--- src/rtl/bp_update_sched.sv ---
// Branch predictor update scheduler: FIFO of resolved EX outcomes drained into the
// predictor write port, plus a table invalidation walk. Define BPU_PERF_CNT_EN for perf counters.
module bp_update_sched #(
  parameter int  DEPTH       = 4,
  parameter int  BTB_ENTRIES = 16,
  parameter int  PHT_ENTRIES = 16,
  localparam int CLR_N       = (BTB_ENTRIES > PHT_ENTRIES) ? BTB_ENTRIES : PHT_ENTRIES,
  localparam int IDX_W       = $clog2(CLR_N),
  localparam int CNT_W       = $clog2(DEPTH) + 1
) (
  input  logic             clk,
  input  logic             rst_n,
  input  logic             IF_DONE,
  input  logic             MEM_DONE,
  input  logic [1:0]       EX_bType,
  input  logic             EX_rTaken,
  input  logic [31:0]      EX_PC,
  input  logic [31:0]      EX_bTarget,
  input  logic             EX_pTaken,
  input  logic [31:0]      EX_pTarget,
  input  logic             FLUSH_REQ,
  input  logic             BP_ready,
  output logic             EX_mispredict,
  output logic             STALL_REQ,
  output logic             BP_updValid,
  output logic [1:0]       BP_bType,
  output logic             BP_rTaken,
  output logic [31:0]      BP_PC,
  output logic [31:0]      BP_bTarget,
  output logic             BP_clrValid,
  output logic [IDX_W-1:0] BP_clrIdx,
  output logic             FLUSH_BUSY,
  output logic [CNT_W-1:0] Q_count,
  output logic [31:0]      PERF_branches,
  output logic [31:0]      PERF_mispredicts
);

  localparam int PTR_W = $clog2(DEPTH);

  typedef enum logic {RUN, CLEAR} state_e;

  typedef struct packed {
    logic [1:0]  btype;
    logic        rtaken;
    logic [31:0] pc;
    logic [31:0] target;
  } entry_t;

  state_e           state_q, state_d;
  logic [PTR_W-1:0] head_q, head_d, tail_q, tail_d;
  logic [CNT_W-1:0] count_q, count_d;
  logic [IDX_W-1:0] clr_idx_q, clr_idx_d;
  entry_t           mem_q [DEPTH];
  entry_t           head_entry;
  logic             adv, br, full, empty, in_run, pop, push;

  assign adv    = IF_DONE && MEM_DONE;
  assign br     = (EX_bType == 2'b01) || (EX_bType == 2'b10);
  assign full   = (count_q == CNT_W'(DEPTH));
  assign empty  = (count_q == '0);
  assign in_run = (state_q == RUN);
  assign pop    = BP_updValid && BP_ready;
  // A flush edge discards everything, so a same-cycle EX entry is never written.
  assign push   = in_run && !FLUSH_REQ && adv && br && (!full || pop);

  assign EX_mispredict = br && ((EX_pTaken != EX_rTaken) ||
                                (EX_rTaken && (EX_pTarget != EX_bTarget)));
  assign STALL_REQ     = in_run && br && full && !pop;

  assign head_entry  = mem_q[head_q];
  assign BP_updValid = in_run && !empty;
  // Head fields are masked while empty so unwritten storage never reaches the port.
  assign BP_bType    = BP_updValid ? head_entry.btype  : '0;
  assign BP_rTaken   = BP_updValid ? head_entry.rtaken : 1'b0;
  assign BP_PC       = BP_updValid ? head_entry.pc     : '0;
  assign BP_bTarget  = BP_updValid ? head_entry.target : '0;

  assign BP_clrValid = !in_run;
  assign FLUSH_BUSY  = !in_run;
  assign BP_clrIdx   = clr_idx_q;
  assign Q_count     = count_q;

  always_comb begin
    // NOTE: every _d gets a default first so no path through the case infers a latch.
    state_d   = state_q;
    head_d    = head_q;
    tail_d    = tail_q;
    count_d   = count_q;
    clr_idx_d = clr_idx_q;
    unique case (state_q)
      RUN: begin
        if (FLUSH_REQ) begin
          head_d    = '0;
          tail_d    = '0;
          count_d   = '0;
          clr_idx_d = '0;
          state_d   = CLEAR;
        end else begin
          if (push) tail_d = tail_q + PTR_W'(1);
          if (pop)  head_d = head_q + PTR_W'(1);
          unique case ({push, pop})
            2'b10:   count_d = count_q + CNT_W'(1);
            2'b01:   count_d = count_q - CNT_W'(1);
            default: count_d = count_q;
          endcase
        end
      end
      CLEAR: begin
        if (FLUSH_REQ) begin
          clr_idx_d = '0;
        end else if (BP_ready) begin
          if (clr_idx_q == IDX_W'(CLR_N - 1)) begin
            clr_idx_d = '0;
            state_d   = RUN;
          end else begin
            clr_idx_d = clr_idx_q + IDX_W'(1);
          end
        end
      end
      default: state_d = RUN;
    endcase
  end

  // NOTE: sequential state uses non-blocking assignments so all flops update from pre-edge values.
  always_ff @(posedge clk or negedge rst_n) begin
    if (!rst_n) begin
      state_q   <= RUN;
      head_q    <= '0;
      tail_q    <= '0;
      count_q   <= '0;
      clr_idx_q <= '0;
    end else begin
      state_q   <= state_d;
      head_q    <= head_d;
      tail_q    <= tail_d;
      count_q   <= count_d;
      clr_idx_q <= clr_idx_d;
    end
  end

  // NOTE: entry storage is left unreset; occupancy alone decides validity and outputs are masked.
  always_ff @(posedge clk) begin
    if (push) mem_q[tail_q] <= '{btype: EX_bType, rtaken: EX_rTaken, pc: EX_PC, target: EX_bTarget};
  end

`ifdef BPU_PERF_CNT_EN
  logic [31:0] perf_br_q, perf_br_d, perf_mp_q, perf_mp_d;

  // Both counters stick at all-ones rather than wrapping.
  always_comb begin
    perf_br_d = perf_br_q;
    perf_mp_d = perf_mp_q;
    if (adv && br && (perf_br_q != '1))            perf_br_d = perf_br_q + 32'd1;
    if (adv && EX_mispredict && (perf_mp_q != '1)) perf_mp_d = perf_mp_q + 32'd1;
  end

  always_ff @(posedge clk or negedge rst_n) begin
    if (!rst_n) begin
      perf_br_q <= '0;
      perf_mp_q <= '0;
    end else begin
      perf_br_q <= perf_br_d;
      perf_mp_q <= perf_mp_d;
    end
  end

  assign PERF_branches    = perf_br_q;
  assign PERF_mispredicts = perf_mp_q;
`else
  assign PERF_branches    = '0;
  assign PERF_mispredicts = '0;
`endif

endmodule

--- config.mk ---
export PLATFORM = sky130hd
export DESIGN_NAME = bp_update_sched
export DESIGN_NICKNAME = d
export VERILOG_FILES = /design/src/rtl/bp_update_sched.sv
export SDC_FILE = /design/constraint.sdc
export NUM_CORES = 1
export LEC_CHECK = 0
export CELL_PAD_IN_SITES_DETAIL_PLACEMENT = 0
export CELL_PAD_IN_SITES_GLOBAL_PLACEMENT = 1
export CORE_UTILIZATION = 43
export DETAILED_ROUTE_END_ITERATION = 12
export GPL_TIMING_DRIVEN = 0
export PLACE_DENSITY_LB_ADDON = 0.08
export SLEW_MARGIN = 20
export SYNTH_ARGS = -nofsm -noshare
export SYNTH_HDL_FRONTEND = slang
export SYNTH_SLANG_ARGS = --single-unit
--- constraint.sdc ---
create_clock -name clk -period 2.6 [get_ports clk]
set_input_delay 0.39 -clock clk [delete_from_list [all_inputs] [get_ports clk]]
set_output_delay 0.39 -clock clk [all_outputs]
set_load 0.02 [all_outputs]
==> results.md, run 1 <==
* Final Cell Area at 15,600 µm²
* Endpoints failing setup at 0
* Nets at 1,061
* Fin crit share at 99.4%
* CP top delay family: buffers and inverters
* Area Overhead vs Synth at 32.9%
* Min-Delay Path Class: input port to flop
* Share of total power in the clock network at 41.5%
* Row count at 60
* Yosys cell types at 40
* Drt pass-1 iters at 5
* IO Pins at 249
* DRT antenna net count at 0
* H-tree depth at 1
* Synthesized cell area at 11,800 µm²
* Post-synthesis sequential area ratio at 70.9%
* Maximum clock path buffer count at 3
* Number of synthesis warnings at 0
* Crit. End Element: primary output
* Filler cells at 2,105
* CP Launch Type: flop
* Sw Share at 19.8%
* Max stage delay on crit path at 470 ps
* Area of the multi-input gates at 3170 µm²
* Placed cell area at 14,400 µm²
* DRT iter0 DRCs at 375
* Comb power frac at 5.5%
* Remaining DRCs at 0
* Initial Util at 43.8%
* Via density at 5.04
* CTS root buffer: clkbuf_16
* Setup Skew at 9.20 ps
* Detailed placement HPWL at 16.8 mm
* Post-Syn Area per Cell at 18.5 µm²
* Most frequent cells in the layout: edfxtp_1, clkdlybuf4s50_1, buf_4, mux4_2, conb_1
* Worst-path clk slew at 60 ps
* Internal at 0.00749 W
* Reg area at 8350 µm²
* P_leak at 6.19 nW
* Largest net degree at the start of global routing at 41
* Chip height at 168 µm
* Core Util, Final at 58.2%
* DR WL/cell at 20.2 µm
* Sink Count at 280
* Worst-margin pin slew at 592 ps
* Pins Over Slew Limit at 0
* Clock Latency Late Sink at 530 ps
* Full die area at 28,100 µm²
* Top cell type's share of synthesized area at 68.3%
* Syn Inst Count at 635
* Crit path kind: flop to primary output
* Layout cells sized above 1 at 34.9%
* Crit path buf inv count at 4
* Crit path top cell by count: buf_12
* P_sw at 0.00185 W
* GRT Total Usage at 18.4%
* Max stage delay cell, worst path: mux4_2
* P per Cell Area at 597 nW/µm²
* Outcome: completed
* Number of port buffers at 184
* Worst-path maximum fanout at 10
* Sequential Power Share at 53.0%
* Tmin final at 2590 ps
* CTS tree: built
* Initial antenna violation count at 4
* First-pass GRT wire length at 38.8 mm
* Arr. time, crit path at 2200 ps
* Post-Route WL at 26.6 mm
* Die width at 168 µm
* Core region area at 26,900 µm²
* Vias in the first global route at 6,705
* Relative slew slack at 60.4%
* Number of max-cap violations at 0
* #FFs+latches synth at 280
* Achievable Freq at 387 MHz
* Data required, critical path at 2210 ps
* RSZ-0062 raised after global routing: true
* Peak VDD IR at 0.000454 V
* Grt total ovfl at 0
* Dominant cell type by area after synthesis: edfxtp_1
* Cells along the critical path: buf_12 -> buf_12 -> buf_4 -> mux4_2 -> and3_1 -> buf_2
* Gpl congestion at 0.776
* Clock buffer count from CTS at 28
* Hold Violations, Final at 0
* Commonest non-fill, non-tap cell in the layout: edfxtp_1
* Routed via count at 6,629
* Synth top area cells: edfxtp_1, mux4_2, buf_4
* Cts hold-fix bufs at 0
* Worst hold slack at 184 ps
-- layer usage --
layer | track usage (%) | up-vias | share of wire (%)
met2 | 32.1 | 262 | 51
met1 | 23.9 | 3296 | 41
met3 | 3.31 | 38 | 5.9
li1 | - | 3033 | -
met4 | 4.35 | 0 | 2.0
met5 | 0 | - | 0
-- flip-flops by register name, indices dropped and copies added, names as in the netlist --
name,cells
mem_q,268
BP_clrIdx,4
Q_count,3
head_q,2
tail_q,2
BP_clrValid,1
-- power groups by stage --
| stage | registers (W) | logic, W | clock network [W] |
|---|---|---|---|
| after floorplan | 0.00505 | 0.000226 | 0 |
| after global placement | 0.00504 | 0.000481 | 0 |
| after detailed placement | 0.00504 | 0.000493 | 0 |
| after CTS | 0.00495 | 0.000504 | 0.00395 |
| after global routing | 0.00494 | 0.000547 | 0.00412 |
| final | 0.00495 | 0.000512 | 0.00388 |
-- worst reg2reg max path, stage by stage, from the launching register on --
cell     delay, ps
dfrtp_2        400
buf_4          160
or3b_2         540
nor2_1         200
nor4_4          50
buf_4          180
buf_4          150
and2_2         340
-- final timing paths --
path                            depth (start not counted)                     start                        to  slack (ps)
worst max-delay path                                    6     head_q[0]$_DFFE_PN0P_            BP_bTarget[13]          10
worst min-delay path                                    1            EX_bTarget[25]    mem_q[2][25]$_DFFE_PP_         180
worst max register to register                          7    Q_count[1]$_DFFE_PN0P_    mem_q[3][33]$_DFFE_PP_         280
worst min register to register                          2  BP_clrIdx[1]$_DFFE_PN0P_  BP_clrIdx[1]$_DFFE_PN0P_         610
max in group asynchronous                               1                     rst_n     head_q[1]$_DFFE_PN0P_        1940
min in group asynchronous                               1                     rst_n  BP_clrIdx[3]$_DFFE_PN0P_         230
-- cells in the mapped netlist (all sizes together) --
cell    instances
mux2            1
nand2          12
o31ai           1
o31a            1
nand3           5
nand4           5
xor2           25
clkbuf         25
a21oi           6
o21a            1
o22ai           2
ha              6
o32ai           1
a21o            1
buf            75
or3             2
o21ai           6
inv             4
mux4           67
nor2            5
mux2i           3
and3           67
conb            1
edfxtp        268
and2            5
o41ai           2
nor4            8
nor3            3
xnor2          12
o311ai          1
or3b            1
dfrtp          12
a311oi          1
-- kinds of logic after synthesis --
| group | Yosys count | share of synthesized area (%) |
|---|---|---|
| DFF | 280 | 70.9 |
| xor gates and xnor gates | 37 | 2.75 |
| AOI/OAI and AO/OA | 23 | 1.25 |
| and+or+nand+nor | 113 | 5.79 |
| muxes | 71 | 13.2 |
| adders and majority gates | 6 | 0.637 |
| other | 1 | 0.0318 |
| buffers and inverters | 104 | 5.49 |
-- final cells by class --
cell class / count / share of cell area [%]
sequential: 280 / 53.4
multi-input combinational: 318 / 20.3
timing repair buffer: 218 / 12.5
buffer: 99 / 5.28
clock buffer: 40 / 5.03
tap: 341 / 2.73
clock inverter: 12 / 0.672
inverter: 4 / 0.120
antenna: 4 / 0.0640
-- per-stage QoR --
step	TNS [ps]	worst slack (ps)	power (W)	cells
6_report	0	14.9	0.00934	1316
5_1_grt	-517	-48.7	0.00961	1313
4_1_cts	-764	-71.8	0.00939	1288
3_5_place_dp	-151460	-704	0.00554	1227
3_3_place_gp	-377620	-1340	0.00552	1223
2_1_floorplan	0	207	0.00528	698
-- what timing repair did --
| item | in CTS | in global routing |
|---|---|---|
| gates cloned | 0 | 5 |
| endpoints found under the setup margin | 224 | 191 |
| resized for setup | 343 | 65 |
| pin swaps | 5 | 14 |
| buffers inserted | 10 | 19 |
Note: power is estimated with default switching activity, not from simulation.
==> run 2, diff against run 1 <==
- CAP_MARGIN: unset -> 40
- CORE_MARGIN: unset -> 5
==> results.md, run 2 (synthesis results as in run 1) <==
* H-tree depth at 1
* CTS root buffer: clkbuf_16
* Full die area at 30,800 µm²
* Relative slew slack at 60.9%
* Grt total ovfl at 0
* Tmin final at 2630 ps
* DR WL/cell at 21.3 µm
* Initial Util at 43.7%
* Outcome: complete, but fails checks
* Data required, critical path at 2210 ps
* Achievable Freq at 380 MHz
* Drt pass-1 iters at 4
* DRT iter0 DRCs at 389
* Pwr Total at 0.00987 W
* Number of port buffers at 184
* Number of max-cap violations at 0
* N_diodes at 0
* Worst-path maximum fanout at 8
* TNS Setup at -99.4 ps
* Vias in the first global route at 7,052
* Endpoints failing setup at 5
* Clock buffer count from CTS at 30
* P per Cell Area at 611 nW/µm²
* Number of flip-flops in the largest register at 268
* DRT antenna net count at 0
* Hold Violations, Final at 0
* Crit. End Element: primary output
* CP Launch Type: flop
* Setup Skew at 13.2 ps
* Layout cells sized above 1 at 38.6%
* Arr. time, crit path at 2240 ps
* Sequential Power Share at 50.1%
* Critical path endpoint: BP_bTarget[13]
* CTS tree: built
* Comb power frac at 5.3%
* Worst-margin pin slew at 584 ps
* Pins Over Slew Limit at 0
* Worst-path clk slew at 60 ps
* Cts hold-fix bufs at 0
* Gpl congestion at 0.767
* Largest net degree at the start of global routing at 44
* Nets at 1,054
* Reg area at 8350 µm²
* Die width at 176 µm
* Area of the multi-input gates at 3330 µm²
* Final WS setup at -31.1 ps
* Peak VDD IR at 0.000458 V
* Maximum clock path buffer count at 3
* Sw Share at 19.4%
* Share of total power in the clock network at 44.6%
* Fin crit share at 101%
* Failing checks: negative setup slack
* Commonest non-fill, non-tap cell in the layout: edfxtp_1
* Core region area at 27,000 µm²
* Filler cells at 2,063
* Crit path kind: flop to primary output
* RSZ-0062 raised after global routing: true
* GRT Total Usage at 17.4%
* Initial antenna violation count at 3
* Area Overhead vs Synth at 37.1%
* Most frequent cells in the layout: edfxtp_1, clkdlybuf4s50_1, buf_4, mux4_2, conb_1
* Remaining DRCs at 0
* Post-Route WL at 27.9 mm
* Chip height at 176 µm
* P_leak at 6.16 nW
* IO Pins at 249
* R2R Setup Slk at 320 ps
* Via density at 5.13
* Min-Delay Path Class: input port to flop
* First-pass GRT wire length at 41.3 mm
* Reg-to-reg startpoint: Q_count[2]$_DFFE_PN0P_
* Most flops, register: mem_q
* Routed via count at 6,703
* Sink Count at 280
* Internal at 0.00796 W
* Detailed placement HPWL at 17.8 mm
* P_sw at 0.00192 W
* Number of cells on the worst reg-to-reg path at 6
* Clock Latency Late Sink at 540 ps
* Worst reg2reg path endpoint: mem_q[2][56]$_DFFE_PP_
* Crit path launch: head_q[0]$_DFFE_PN0P_
* Row count at 60
==> run 2: cell count changes in the layout (fill, tap and decap cells not counted), sizes merged, moves of 4 or more <==
cell           before  now
buf               179  164
bufinv              2    6
clkdlybuf4s50      95  101
clkinv             10   15
diode               4    0
dlymetal6s2s       13    8
==> run 2: per-layer routing <==
metal	track usage (%)	part of all wire (%)
met1	23.0	42
met2	29.8	49
met3	3.68	6.6
met4	4.06	2.1
met5	0	0.14
==> run 2: how the worst min path moves through the flow <==
stage	start	endpoint	slack [ps]	depth (start not counted)
floorplan	rst_n	BP_clrIdx[0]$_DFFE_PN0P_	90	0
global placement	BP_clrIdx[1]$_DFFE_PN0P_	BP_clrIdx[1]$_DFFE_PN0P_	570	2
detailed placement	BP_clrIdx[3]$_DFFE_PN0P_	BP_clrIdx[3]$_DFFE_PN0P_	610	2
CTS	rst_n	BP_clrIdx[3]$_DFFE_PN0P_	200	1
global route	EX_bTarget[30]	mem_q[3][30]$_DFFE_PP_	200	1
finish	EX_bTarget[22]	mem_q[2][22]$_DFFE_PP_	210	1
==> run 2: metrics by stage <==
step | std cells | util, % | setup slack [ps] | area [µm²] | hold slack, ps
finish | 1307 | 59.9 | -31.1 | 16100 | 206
global route | 1307 | 59.9 | -97.5 | 16100 | 198
CTS | 1299 | 57.5 | -54.4 | 15500 | 205
detailed placement | 1227 | 53.4 | -703 | 14400 | 606
global placement | 1223 | 53.0 | -1390 | 14300 | 571
floorplan | 698 | - | 207 | 12000 | 94.4
==> run 2: power groups by stage <==
stage	combinational [W]	sequential, W	clock, W
after detailed placement	0.000499	0.00504	0
after floorplan	0.000226	0.00505	0
after global placement	0.000487	0.00504	0
after CTS	0.000515	0.00495	0.00451
after global routing	0.000557	0.00494	0.00472
final	0.000522	0.00495	0.00440
==> run 2: cell type report <==
cell class              count  share of cell area (%)
repair inverters            1                  0.0465
plain buffers              99                    5.15
repair buffers            208                    13.2
clock buffers              35                    4.90
clock inverters            21                    1.57
well taps                 341                    2.64
inverters                   4                   0.116
multi-input cells         318                    20.6
flip-flops and latches    280                    51.7
==> run 2: timing repair <==
action | CTS | global route
gates cloned | 5 | 6
resized for setup | 371 | 140
setup buffers | 12 | 2
pin swaps | 10 | 24
endpoints found under the setup margin | 236 | 30
==> run 2: critical path, cell delays in order (launching register included) <==
cell     delay (ps)
dfrtp_2         440
buf_12          200
buf_12          130
buf_4           110
mux4_2          490
and3_4          190
buf_6           130
==> run 3, diff against run 2 <==
- CORE_ASPECT_RATIO: unset -> 0.5
- RECOVER_POWER: unset -> 25
==> results.md, run 3 (synthesis results as in run 1) <==
* Layout cells sized above 1 at 33.0%
* Cts hold-fix bufs at 0
* Number of port buffers at 184
* Endpoints failing setup at 0
* Crit path top cell by count: buf_12
* CP top delay family: buffers and inverters
* Hold Violations, Final at 0
* Full die area at 31,000 µm²
* Cells along the critical path: buf_12 -> buf_12 -> buf_4 -> mux4_2 -> and3_1 -> buf_2
* Chip height at 127 µm
* Core region area at 26,700 µm²
* Detailed placement HPWL at 17.8 mm
* Met1 WL at 11.4 mm
* Relative slew slack at 53.2%
* Crit path kind: flop to primary output
* Row count at 42
* DRT antenna net count at 0
* DRT iter0 DRCs at 391
* Outcome: completed
* Drt pass-1 iters at 4
* Worst-path clk slew at 70 ps
* Met2 WL at 14.0 mm
* Max stage delay on crit path at 470 ps
* Placed cell area at 14,400 µm²
* Setup Skew at 7.48 ps
* Initial Util at 44.1%
* Worst-margin pin slew at 694 ps
* Peak VDD IR at 0.000498 V
* Pwr Total at 0.00897 W
* Post-Route WL at 27.6 mm
* P_leak at 5.94 nW
* First-pass GRT wire length at 41.5 mm
* Most frequent cells in the layout: edfxtp_1, buf_4, clkdlybuf4s50_1, mux4_2, conb_1
* CTS tree: built
* Grt total ovfl at 0
* Crit. End Element: primary output
* Commonest non-fill, non-tap cell in the layout: edfxtp_1
* Data required, critical path at 2210 ps
* Number of flip-flops in the largest register at 268
* Arr. time, crit path at 2160 ps
* Via density at 5.04
* CP Launch Type: flop
* RSZ-0062 raised after global routing: true
* TNS Setup at 0 ps
* Largest net degree at the start of global routing at 41
* Remaining DRCs at 0
* Maximum clock path buffer count at 3
* DR WL met3 at 1.69 mm
* Routed via count at 6,547
* Die width at 244 µm
* Top routing layer in use: met4
* Min-Delay Path Class: input port to flop
* Area Overhead vs Synth at 29.8%
* Fin crit share at 98.1%
* Vias in the first global route at 6,890
* Sink Count at 280
* IO Pins at 249
* H-tree depth at 1
* Tmin final at 2550 ps
* CTS root buffer: clkbuf_16
* Filler cells at 2,170
* Most flops, register: mem_q
* Gpl congestion at 0.709
* Clock buffer count from CTS at 26
* Initial antenna violation count at 2
* Worst-path maximum fanout at 9
* N_diodes at 0
* DR WL/cell at 21.2 µm
* Number of max-cap violations at 0
* Achievable Freq at 392 MHz
* P per Cell Area at 587 nW/µm²
* Clock Latency Late Sink at 530 ps
* Final Cell Area at 15,300 µm²
* Crit path buf inv count at 4
* Pins Over Slew Limit at 0
* Core Util, Final at 57.2%
* Nets at 1,046
* Max stage delay cell, worst path: mux4_2
* GRT Total Usage at 17.5%
## run 3: cell count changes in the layout (fill, tap and decap cells not counted), sizes merged
cell	before	now
dlygate4sd3	0	23
dlygate4sd2	5	16
bufinv	6	1
buf	164	168
clkbuf	64	58
clkinv	15	7
dlymetal6s2s	8	0
clkdlybuf4s15	0	1
clkdlybuf4s50	101	71
## run 3: where the power goes
group | leakage [nW] | switching [W] | total [W] | internal (W)
Sequential | 2.54 | 0.00000462 | 0.00495 | 0.00494
Combinational | 3.04 | 0.000263 | 0.000503 | 0.000240
Clock | 0.367 | 0.00154 | 0.00352 | 0.00197
Total | 5.94 | 0.00181 | 0.00897 | 0.00715
## run 3: area by class of cell
class                   count  area, µm²  area share [%]
flip-flops and latches    280       8350            54.7
inverters                   4       18.8           0.123
clock inverters             9       65.1           0.426
multi-input cells         318       3140            20.6
plain buffers              99        837            5.48
well taps                 352        440            2.88
repair buffers            205       1730            11.3
clock buffers              33        698            4.57
## run 3: per-layer routing
layer | global-route usage [%] | up-vias
met4 | 3.25 | 0
met1 | 23.0 | 3307
met5 | 0 | -
li1 | - | 2993
met3 | 4.17 | 34
met2 | 30.4 | 213
## run 3: worst register-to-register path: stages, from the launching register on
cell	delay (ps)
dfrtp_2	400
buf_4	160
or3b_2	530
nor2_1	200
nor4_4	50
buf_4	160
buf_4	130
and2_4	230
buf_16	240
## run 3: final timing paths
check,from,to,slack [ps],cells after the start
max,head_q[0]$_DFFE_PN0P_,BP_PC[20],50,6
min,EX_bTarget[13],mem_q[0][13]$_DFFE_PP_,180,1
max reg2reg,Q_count[1]$_DFFE_PN0P_,mem_q[1][39]$_DFFE_PP_,220,8
min reg2reg,BP_clrIdx[1]$_DFFE_PN0P_,BP_clrIdx[1]$_DFFE_PN0P_,610,2
max in group asynchronous,rst_n,Q_count[1]$_DFFE_PN0P_,1910,1
min in group asynchronous,rst_n,BP_clrValid$_DFF_PN0_,250,1
## run 3: through the flow
| step | setup WS [ps] | instances | hold WS [ps] |
|---|---|---|---|
| floorplan | 207 | 698 | 94.4 |
| global placement | -1410 | 1234 | 596 |
| detailed placement | -962 | 1239 | 599 |
| CTS | -0.918 | 1294 | 91.2 |
| global route | -43.1 | 1300 | 175 |
| finish | 49.7 | 1300 | 183 |
## run 3: what timing repair did
action                                  CTS  global route
pin swaps                                10             6
cloned                                    2             2
buffers inserted                         12             4
endpoints found under the setup margin  109           137
gates resized for setup                 380            42
